## config.mk

```make
export PLATFORM = sky130hd
export DESIGN_NAME = memory_grid_renderer
export DESIGN_NICKNAME = d
export VERILOG_FILES = /design/src/rtl/memory_grid_renderer.sv
export SDC_FILE = /design/constraint.sdc
export NUM_CORES = 1
export LEC_CHECK = 0
export CAP_MARGIN = 20
export CORE_UTILIZATION = 45
export CTS_CLUSTER_SIZE = 8
export DETAILED_ROUTE_END_ITERATION = 7
export GPL_ROUTABILITY_DRIVEN = 0
export GPL_TIMING_DRIVEN = 0
export HOLD_SLACK_MARGIN = 0.15
export PLACE_DENSITY = 0.76
export SLEW_MARGIN = 20
export SYNTH_ARGS = -nofsm -noshare
export SYNTH_HDL_FRONTEND = slang
export SYNTH_SLANG_ARGS = --single-unit
export TNS_END_PERCENT = 100
```

## constraint.sdc

```tcl
create_clock -name clock_25M -period 6 [get_ports clock_25M]
set_input_delay 0.9 -clock clock_25M [delete_from_list [all_inputs] [get_ports clock_25M]]
set_output_delay 0.9 -clock clock_25M [all_outputs]
set_load 0.05 [all_outputs]
```

## src/rtl/memory_grid_renderer.sv

```systemverilog
// Memory-card game board: game state FSM plus per-pixel colour for the 640x480 raster.
// Buttons pass through an edge register, and pixel colour is registered once.
module memory_grid_renderer #(
    parameter int COLS        = 5,
    parameter int ROWS        = 4,
    parameter int X0          = 20,
    parameter int Y0          = 20,
    parameter int CARD_W      = 104,
    parameter int CARD_H      = 95,
    parameter int GAP         = 20,
    parameter int BORDER      = 4,
    parameter int SHOW_FRAMES = 60
) (
    input  logic                                  clock_25M,
    input  logic                                  reset_n,
    input  logic [9:0]                            sx,
    input  logic [9:0]                            sy,
    input  logic                                  de,
    input  logic                                  frame,
    input  logic                                  select,
    input  logic                                  move_x,
    input  logic                                  move_y,
    output logic [9:0]                            vga_r,
    output logic [9:0]                            vga_g,
    output logic [9:0]                            vga_b,
    output logic                                  win,
    output logic [$clog2(COLS*ROWS/2+1)-1:0]      matched_count
);
    localparam int N       = COLS * ROWS;
    localparam int PAIRS   = N / 2;
    localparam int KW      = (N > 1) ? $clog2(N) : 1;
    localparam int CW      = (COLS > 1) ? $clog2(COLS) : 1;
    localparam int RW      = (ROWS > 1) ? $clog2(ROWS) : 1;
    localparam int PITCH_X = CARD_W + GAP;
    localparam int PITCH_Y = CARD_H + GAP;

    typedef enum logic [1:0] {IDLE, ONE_UP, REVEAL, WON} state_t;

    function automatic logic [29:0] palette(input logic [2:0] idx);
        case (idx)
            3'd0:    return {10'd0,    10'd1023, 10'd1023};
            3'd1:    return {10'd1023, 10'd1023, 10'd0};
            3'd2:    return {10'd1023, 10'd0,    10'd1023};
            3'd3:    return {10'd1023, 10'd0,    10'd0};
            3'd4:    return {10'd0,    10'd1023, 10'd0};
            3'd5:    return {10'd0,    10'd0,    10'd1023};
            3'd6:    return {10'd1023, 10'd512,  10'd0};
            default: return {10'd512,  10'd512,  10'd512};
        endcase
    endfunction

    function automatic logic [29:0] dim(input logic [29:0] c);
        return {1'b0, c[29:21], 1'b0, c[19:11], 1'b0, c[9:1]};
    endfunction

    function automatic logic [2:0] pal_idx(input logic [KW-1:0] k);
        int p;
        p = (int'(k) % PAIRS) % 8;
        return 3'(p);
    endfunction

    state_t          state_q, state_d;
    logic [N-1:0]    up_q, matched_q;
    logic [CW-1:0]   cur_col_q;
    logic [RW-1:0]   cur_row_q;
    logic [KW-1:0]   first_q, second_q, cur_card;
    logic [7:0]      cnt_q;
    logic            sel_prev_q, mx_prev_q, my_prev_q;
    logic            sel_edge_p0, mx_edge_p0, my_edge_p0;
    logic            card_free, pair_hit;
    logic            take_first, take_second, resolve, clear_all;

    // p0: button edge register; previous levels reset high so held buttons never fire
    always_ff @(posedge clock_25M) begin
        if (!reset_n) begin
            sel_prev_q  <= 1'b1;
            mx_prev_q   <= 1'b1;
            my_prev_q   <= 1'b1;
            sel_edge_p0 <= 1'b0;
            mx_edge_p0  <= 1'b0;
            my_edge_p0  <= 1'b0;
        end else begin
            sel_prev_q  <= select;
            mx_prev_q   <= move_x;
            my_prev_q   <= move_y;
            sel_edge_p0 <= select & ~sel_prev_q;
            mx_edge_p0  <= move_x & ~mx_prev_q;
            my_edge_p0  <= move_y & ~my_prev_q;
        end
    end

    always_comb begin
        cur_card    = KW'(int'(cur_row_q) * COLS + int'(cur_col_q));
        card_free   = !up_q[cur_card] && !matched_q[cur_card];
        pair_hit    = (int'(first_q) % PAIRS) == (int'(second_q) % PAIRS);
        state_d     = state_q;
        take_first  = 1'b0;
        take_second = 1'b0;
        resolve     = 1'b0;
        clear_all   = 1'b0;
        unique case (state_q)
            IDLE: if (sel_edge_p0 && card_free) begin
                take_first = 1'b1;
                state_d    = ONE_UP;
            end
            ONE_UP: if (sel_edge_p0 && card_free && cur_card != first_q) begin
                take_second = 1'b1;
                state_d     = REVEAL;
            end
            REVEAL: if (frame && cnt_q == 8'(SHOW_FRAMES - 1)) begin
                resolve = 1'b1;
                state_d = (pair_hit && int'(matched_count) + 1 == PAIRS) ? WON : IDLE;
            end
            WON: if (sel_edge_p0) begin
                clear_all = 1'b1;
                state_d   = IDLE;
            end
            default: state_d = IDLE;
        endcase
    end

    // p1: game state; the select uses the cursor as it was before any coincident move
    always_ff @(posedge clock_25M) begin
        if (!reset_n) begin
            state_q       <= IDLE;
            up_q          <= '0;
            matched_q     <= '0;
            cur_col_q     <= '0;
            cur_row_q     <= '0;
            first_q       <= '0;
            second_q      <= '0;
            cnt_q         <= '0;
            matched_count <= '0;
        end else begin
            state_q <= state_d;
            if (state_q != REVEAL) begin
                if (mx_edge_p0)
                    cur_col_q <= (cur_col_q == CW'(COLS - 1)) ? '0 : cur_col_q + 1'b1;
                if (my_edge_p0)
                    cur_row_q <= (cur_row_q == RW'(ROWS - 1)) ? '0 : cur_row_q + 1'b1;
            end
            if (state_q == REVEAL && frame)
                cnt_q <= cnt_q + 1'b1;
            if (take_first) begin
                up_q[cur_card] <= 1'b1;
                first_q        <= cur_card;
            end
            if (take_second) begin
                up_q[cur_card] <= 1'b1;
                second_q       <= cur_card;
                cnt_q          <= '0;
            end
            if (resolve) begin
                up_q[first_q]  <= 1'b0;
                up_q[second_q] <= 1'b0;
                if (pair_hit) begin
                    matched_q[first_q]  <= 1'b1;
                    matched_q[second_q] <= 1'b1;
                    matched_count       <= matched_count + 1'b1;
                end
            end
            if (clear_all) begin
                up_q          <= '0;
                matched_q     <= '0;
                matched_count <= '0;
                cur_col_q     <= '0;
                cur_row_q     <= '0;
            end
        end
    end

    assign win = (state_q == WON);

    int            col_i, row_i, lx, ly;
    logic          hit_x, hit_y, on_border;
    logic [KW-1:0] pix_card;
    logic [29:0]   pal, colour;

    always_comb begin
        hit_x = 1'b0;
        hit_y = 1'b0;
        col_i = 0;
        row_i = 0;
        lx    = 0;
        ly    = 0;
        for (int c = 0; c < COLS; c++) begin
            if (int'(sx) >= X0 + c * PITCH_X && int'(sx) < X0 + c * PITCH_X + CARD_W) begin
                hit_x = 1'b1;
                col_i = c;
                lx    = int'(sx) - (X0 + c * PITCH_X);
            end
        end
        for (int r = 0; r < ROWS; r++) begin
            if (int'(sy) >= Y0 + r * PITCH_Y && int'(sy) < Y0 + r * PITCH_Y + CARD_H) begin
                hit_y = 1'b1;
                row_i = r;
                ly    = int'(sy) - (Y0 + r * PITCH_Y);
            end
        end
        pix_card  = KW'(row_i * COLS + col_i);
        pal       = palette(pal_idx(pix_card));
        on_border = (lx < BORDER) || (lx >= CARD_W - BORDER) ||
                    (ly < BORDER) || (ly >= CARD_H - BORDER);
        colour    = '0;
        if (de && hit_x && hit_y) begin
            if (pix_card == cur_card && on_border)
                colour = '0;
            else if (matched_q[pix_card] && state_q != WON)
                colour = dim(pal);
            else if (up_q[pix_card] || state_q == WON)
                colour = pal;
            else
                colour = {10'd1023, 10'd1023, 10'd1023};
        end
    end

    // p2: registered colour out
    always_ff @(posedge clock_25M) begin
        if (!reset_n) begin
            vga_r <= '0;
            vga_g <= '0;
            vga_b <= '0;
        end else begin
            vga_r <= colour[29:20];
            vga_g <= colour[19:10];
            vga_b <= colour[9:0];
        end
    end
endmodule

```

==> results of run 1 <==
[flip-flops by register name, indices dropped and copies added (netlist names)]
register and flops:
matched_q 20, sel_edge_p0 1, second_q 5, first_q 5, my_prev_q 1, vga_b 3
mx_edge_p0 1, state_q 2, vga_r 3, mx_prev_q 1, cur_col_q 3, matched_count 4
up_q 20, cur_row_q 2, vga_g 3, my_edge_p0 1, cnt_q 8, sel_prev_q 1
[routing by layer]
| metal | track usage, % | up-vias | wire length [um] |
|---|---|---|---|
| met5 | 0 | - | 0 |
| met4 | 14.3 | 0 | 979 |
| met3 | 4.45 | 81 | 1820 |
| met2 | 41.1 | 448 | 10300 |
| met1 | 31.5 | 3825 | 9430 |
| li1 | - | 3972 | - |
[how the worst min path moves through the flow]
stage / startpoint / to / depth (start not counted) / slack (ns)
3_3_place_gp: my_edge_p0 / cur_row_q[1] / 2 / 0.46
5_1_grt: matched_q[15] / matched_q[15] / 1 / 0.51
6_report: cnt_q[1] / cnt_q[1] / 2 / 0.48
4_1_cts: cnt_q[1] / cnt_q[1] / 2 / 0.48
3_5_place_dp: cnt_q[1] / cnt_q[1] / 2 / 0.47
2_1_floorplan: matched_q[18] / matched_q[18] / 2 / 0.44
[where the power goes]
part           total (W)  switching [W]  internal, W
Combinational   0.000450       0.000277     0.000173
Clock           0.000512       0.000230     0.000282
Sequential      0.000570     0.00000576     0.000564
Total            0.00153       0.000513      0.00102
[cells by family after synthesis]
kind of cell | count (synthesis) | share of synthesized area, %
adders and majority gates | 54 | 8.81
buffers and inverters | 116 | 6.87
DFF | 84 | 21.5
and+or+nand+nor | 394 | 24.5
muxes | 16 | 2.48
AOI/OAI and AO/OA | 337 | 30.2
xor gates and xnor gates | 44 | 5.59
[area by class of cell]
class,count,area [um^2]
buffer,71,378
inverter,45,169
clock inverter,5,37.5
sequential,84,1680
tap,220,275
clock buffer,11,233
fill,1607,7640
multi-input combinational,845,5690
timing repair buffer,66,653
[worst max-delay path, cell delays in order]
cell             delay (ns)
clkdlybuf4s50_1        0.51
clkbuf_4               0.23
inv_2                  0.11
ha_1                   0.28
a211oi_2               0.27
o211ai_1               0.21
nor2_2                 0.29
nor2_4                 0.08
buf_4                  0.18
nor2_1                 0.11
ha_1                   0.17
inv_1                  0.06
fa_2                   0.43
xor2_4                 0.22
nand2_2                0.22
o22ai_1                0.11
o21ai_0                0.26
nand2_1                0.08
mux2_1                 0.30
a31oi_1                0.20
a31oi_2                0.19
or3_1                  0.40
a31oi_1                0.16
[stage by stage]
stage / area [um^2] / power (W) / utilization, % / TNS, ns
2_1_floorplan: 7810 / 0.000892 / - / 0
3_3_place_gp: 8670 / 0.00100 / 51.8 / -10.41
3_5_place_dp: 8670 / 0.00101 / 51.8 / -10.27
4_1_cts: 9020 / 0.00152 / 53.8 / 0
5_1_grt: 9120 / 0.00160 / 54.4 / -0.0337
6_report: 9120 / 0.00153 / 54.4 / 0
[timing repair]
item | 4_1_cts | 5_1_grt
gates cloned | 0 | 0
pin swaps | 2 | 2
gates resized for setup | 12 | 22
hold buffers | 0 | 0
setup endpoints to repair | 9 | 9
setup buffers | 3 | 4
hold endpoints to repair | 0 | 0
[cells in the mapped netlist (17+ instances only)]
| master | n |
|---|---|
| a211oi_1 | 24 |
| a21oi_1 | 76 |
| buf_4 | 21 |
| clkbuf_1 | 39 |
| dfxtp_1 | 84 |
| ha_1 | 51 |
| inv_1 | 43 |
| nand2_1 | 124 |
| nand2b_1 | 21 |
| nand3_1 | 31 |
| nor2_1 | 88 |
| nor3_1 | 32 |
| o21ai_0 | 55 |
| o22ai_1 | 26 |
| xnor2_1 | 24 |
| xor2_1 | 17 |
==> flow_summary.yaml, run 1 <==
run_status:
  status: "complete, no violations"
pwr:
  power_density_mw_per_mm2: 168
  ir_drop_mv: 0.151
  p_leak_nw: 3.58
cts:
  cts_sinks: 84
  cts.path.max_buffers: 2
  cts.clk_slew.worst_paths_ns: 0.06
  cts-htree-levels: 3
  cts_tree: "done"
  clock_latency_ns: 0.34
  clock-root-buffer: "clkbuf_16"
  cts_buffers: 9
global_route:
  grt_remaining_overflow: 0
  track_usage_pct: 25.3
  grt_pass1_wl_mm: 37.0
  grt_pass1_vias: 7723
  grt_max_degree: 15
  grt_antenna_before_repair: 0
floorplanning:
  rows: 47
  die_y_um: 134
  core_mm2: 0.0168
  io_pins: 62
  die_w_um: 134
  start_util_pct: 46.6
  die_area_mm2: 0.0179
worst_hold_path:
  hp-class: "flip-flop to flip-flop"
setup_path:
  worst_setup_path_start_kind: "input pin"
  r2r_slack_ns: 1.42
  path_class: "input pin to flip-flop"
  rr_worst_depth: 12
  rr_startpoint: "cur_row_q[1]"
  cp-end-kind: "flip-flop"
  required_ns: 6.26
  arrival_ns: 5.97
  critPathMaxFanout: 9
  crit_path_start: "sy[3]"
  critPathCapture: "vga_b[8]"
  r2r-end: "up_q[2]"
synthesis:
  synth-seq-cells: 84
  syn_area_mm2: 0.00781
  synthCells: 1045
  yosysSeqAreaShare_pct: 21.5
  synth_area_per_cell_um2: 7.47
  synth.area.top_cells: "dfxtp_1 (22%), ha_1 (8.2%), nand2_1 (6.0%), a21oi_1 (4.9%), nor2_1 (4.2%)"
  synth_top_area_share_pct: 21.5
  synth_edf_count: 0
  synth_top_flop_cell: "dfxtp_1"
  synthArstFlopShare_pct: 0
  synth_cell_types: 100
  synth_top_area_cell: "dfxtp_1"
  yosysWarningCount: 0
  syn_nets: 1125
place:
  io_buffers: 59
  preCtsSetupSlack_ns: -1.29
  dp.cells: 1324
  dp_hpwl_mm: 17.2
timing:
  final-setup-viol-count: 0
  slew_headroom_pct: 31.9
  skew_ns: 0.00862
  setup_ws_ns: 0.289
  min_period_ns: 5.71
  hold_violations: 0
  worstMarginPinSlew_ns: 1.01
  holdWs_ns: 0.479
  clock.fmax_ghz: 0.175
  slew_viol_final: 0
  min_period_over_period_pct: 95.2
route:
  wl_mm: 22.5
  ant_nets: 0
  drt_iter0_drc: 812
  viasPerCell: 6.18
  drc: 0
  wl_per_cell_um: 16.7
  vias: 8326
  drtPass1Iterations: 5
layout:
  layout_commonest_cell: "nand2_1"
  layout.cells.non_filler: 1347
  diodes: 0
  fin_nets: 1202
  drive_above_1_share_pct: 9.85
  area_growth_pct: 16.8
  final_cell_mix: "nand2_1 (123), nor2_1 (86), dfxtp_1 (84), a21oi_1 (74)"
run:
  cap_violations: 0
(Power assumes the default switching activity.)
==> inputs of run 2 (changes only) <==
Settings changed: CORE_UTILIZATION 45 to 60, PLACE_DENSITY 0.76 to 0.94.
==> run 2 against run 1 <==
Against the previous run: clock-buffer cell count decreased by 1; cell count is 3.7% lower; global-route usage grew 10 points; first-iteration DRC count grew 44%; utilization grew 17 points; critical path type unchanged; register-to-register slack worse by 0.10 ns; critical endpoint unchanged; critical path depth decreased by 4; via count rose by 4.4%.
==> flow_summary.yaml, run 2 (synthesis gave the netlist of run 1 again) <==
worst_hold_path:
  hp-class: "flip-flop to flip-flop"
global_route:
  track_usage_pct: 35.6
  grt_max_degree: 15
  grt_antenna_before_repair: 0
  grt_pass1_wl_mm: 38.3
  grt_remaining_overflow: 0
  grt_pass1_vias: 7833
timing:
  slew_viol_final: 0
  final-setup-viol-count: 0
  worstMarginPinSlew_ns: 0.974
  min_period_over_period_pct: 95.9
  holdWs_ns: 0.479
  fin_tns_setup_ns: 0
  hold_violations: 0
  slew_headroom_pct: 34.6
  clock.fmax_ghz: 0.174
  skew_ns: 0.00736
  min_period_ns: 5.76
pwr:
  ir_drop_mv: 0.148
  p_leak_nw: 3.58
  total_power_w: 0.00154
  power_density_mw_per_mm2: 171
setup_path:
  required_ns: 6.26
  path_class: "input pin to flip-flop"
  cp-end-kind: "flip-flop"
  arrival_ns: 6.02
  worst_setup_path_start_kind: "input pin"
  critPathMaxFanout: 9
place:
  dp_hpwl_mm: 17.0
  dp.cells: 1276
  placed_cell_area_mm2: 0.00861
  io_buffers: 59
floorplanning:
  start_util_pct: 61.6
  die_area_mm2: 0.0135
  io_pins: 62
  rows: 41
  die_y_um: 116
  core_mm2: 0.0127
  die_w_um: 116
layout:
  area_growth_pct: 15.9
  final_cell_mix: "nand2_1 (123), nor2_1 (87), dfxtp_1 (84), a21oi_1 (74)"
  fillers: 946
  layout_commonest_cell: "nand2_1"
  largestRegisters: "matched_q: 20 flops, up_q: 20 flops, cnt_q: 8 flops"
  final_area_mm2: 0.00905
  fin_nets: 1201
  drive_above_1_share_pct: 9.96
  diodes: 0
  layout.cells.non_filler: 1297
cts:
  clock_latency_ns: 0.34
  cts.path.max_buffers: 2
  clock-root-buffer: "clkbuf_16"
  cts_sinks: 84
  cts.clk_slew.worst_paths_ns: 0.06
  cts_buffers: 9
  cts-htree-levels: 3
  ctsHoldBuffers: 0
  cts_tree: "done"
route:
  wl_mm: 23.5
  viasPerCell: 6.70
  wl_per_cell_um: 18.1
  drt_iter0_drc: 1170
  vias: 8696
  drc: 0
  drtPass1Iterations: 6
  ant_nets: 0
run_status:
  status: "complete, no violations"
run:
  cap_violations: 0
run 2: report_power, final:
group          leakage, nW  switching, W  internal (W)
clock                0.131      0.000229      0.000291
sequential           0.678    0.00000587      0.000564
combinational         2.77      0.000279      0.000175
run 2: critical path: stages:
cell	delay [ns]
clkdlybuf4s50_1	0.61
inv_1	0.20
ha_1	0.32
o21ai_0	0.55
o21ai_0	0.25
ha_1	0.34
ha_1	0.22
inv_1	0.07
fa_1	0.49
xor2_4	0.28
nand2_2	0.20
ha_1	0.34
nand2b_1	0.13
nor3_1	0.06
a21oi_1	0.17
o311ai_2	0.18
nand2b_1	0.23
or3_1	0.32
a31oi_1	0.17
run 2: area by class of cell:
cell class | instances | area, um^2 | area share [%]
flip-flops and latches | 84 | 1680 | 18.6
clock buffers | 10 | 239 | 2.64
multi-input cells | 845 | 5680 | 62.8
repair buffers | 65 | 646 | 7.13
plain buffers | 71 | 382 | 4.22
inverters | 45 | 169 | 1.87
clock inverters | 5 | 37.5 | 0.415
well taps | 172 | 215 | 2.38
run 2: repair_timing:
item | CTS | global route
resized for setup | 13 | 26
buffers inserted | 1 | 5
pin swaps | 1 | 4
hold endpoints to repair | 0 | 0
setup endpoints to repair | 9 | 9
run 2: stage by stage:
step	utilization (%)	setup WS, ns
final	71.4	0.245
after CTS	70.6	0.0284
after floorplan	-	0.656
after global routing	71.4	-0.0693
after global placement	68.0	-1.10
after detailed placement	68.0	-1.22
run 2: worst paths after layout:
| check | startpoint | to | slack, ns | cells after the start |
|---|---|---|---|---|
| setup / recovery | sx[3] | vga_b[8] | 0.24 | 19 |
| hold / removal | my_edge_p0 | cur_row_q[1] | 0.48 | 2 |
| setup reg to reg | cur_row_q[1] | up_q[5] | 1.32 | 12 |
| hold reg to reg | my_edge_p0 | cur_row_q[1] | 0.48 | 2 |
run 2: per-layer routing:
layer | track usage (%) | vias up | share of wire [%]
met3 | 7.48 | 156 | 10
met4 | 21.5 | 0 | 6.5
met2 | 58.5 | 646 | 46
met5 | 0 | - | 0
met1 | 42.9 | 3928 | 38
li1 | - | 3966 | -
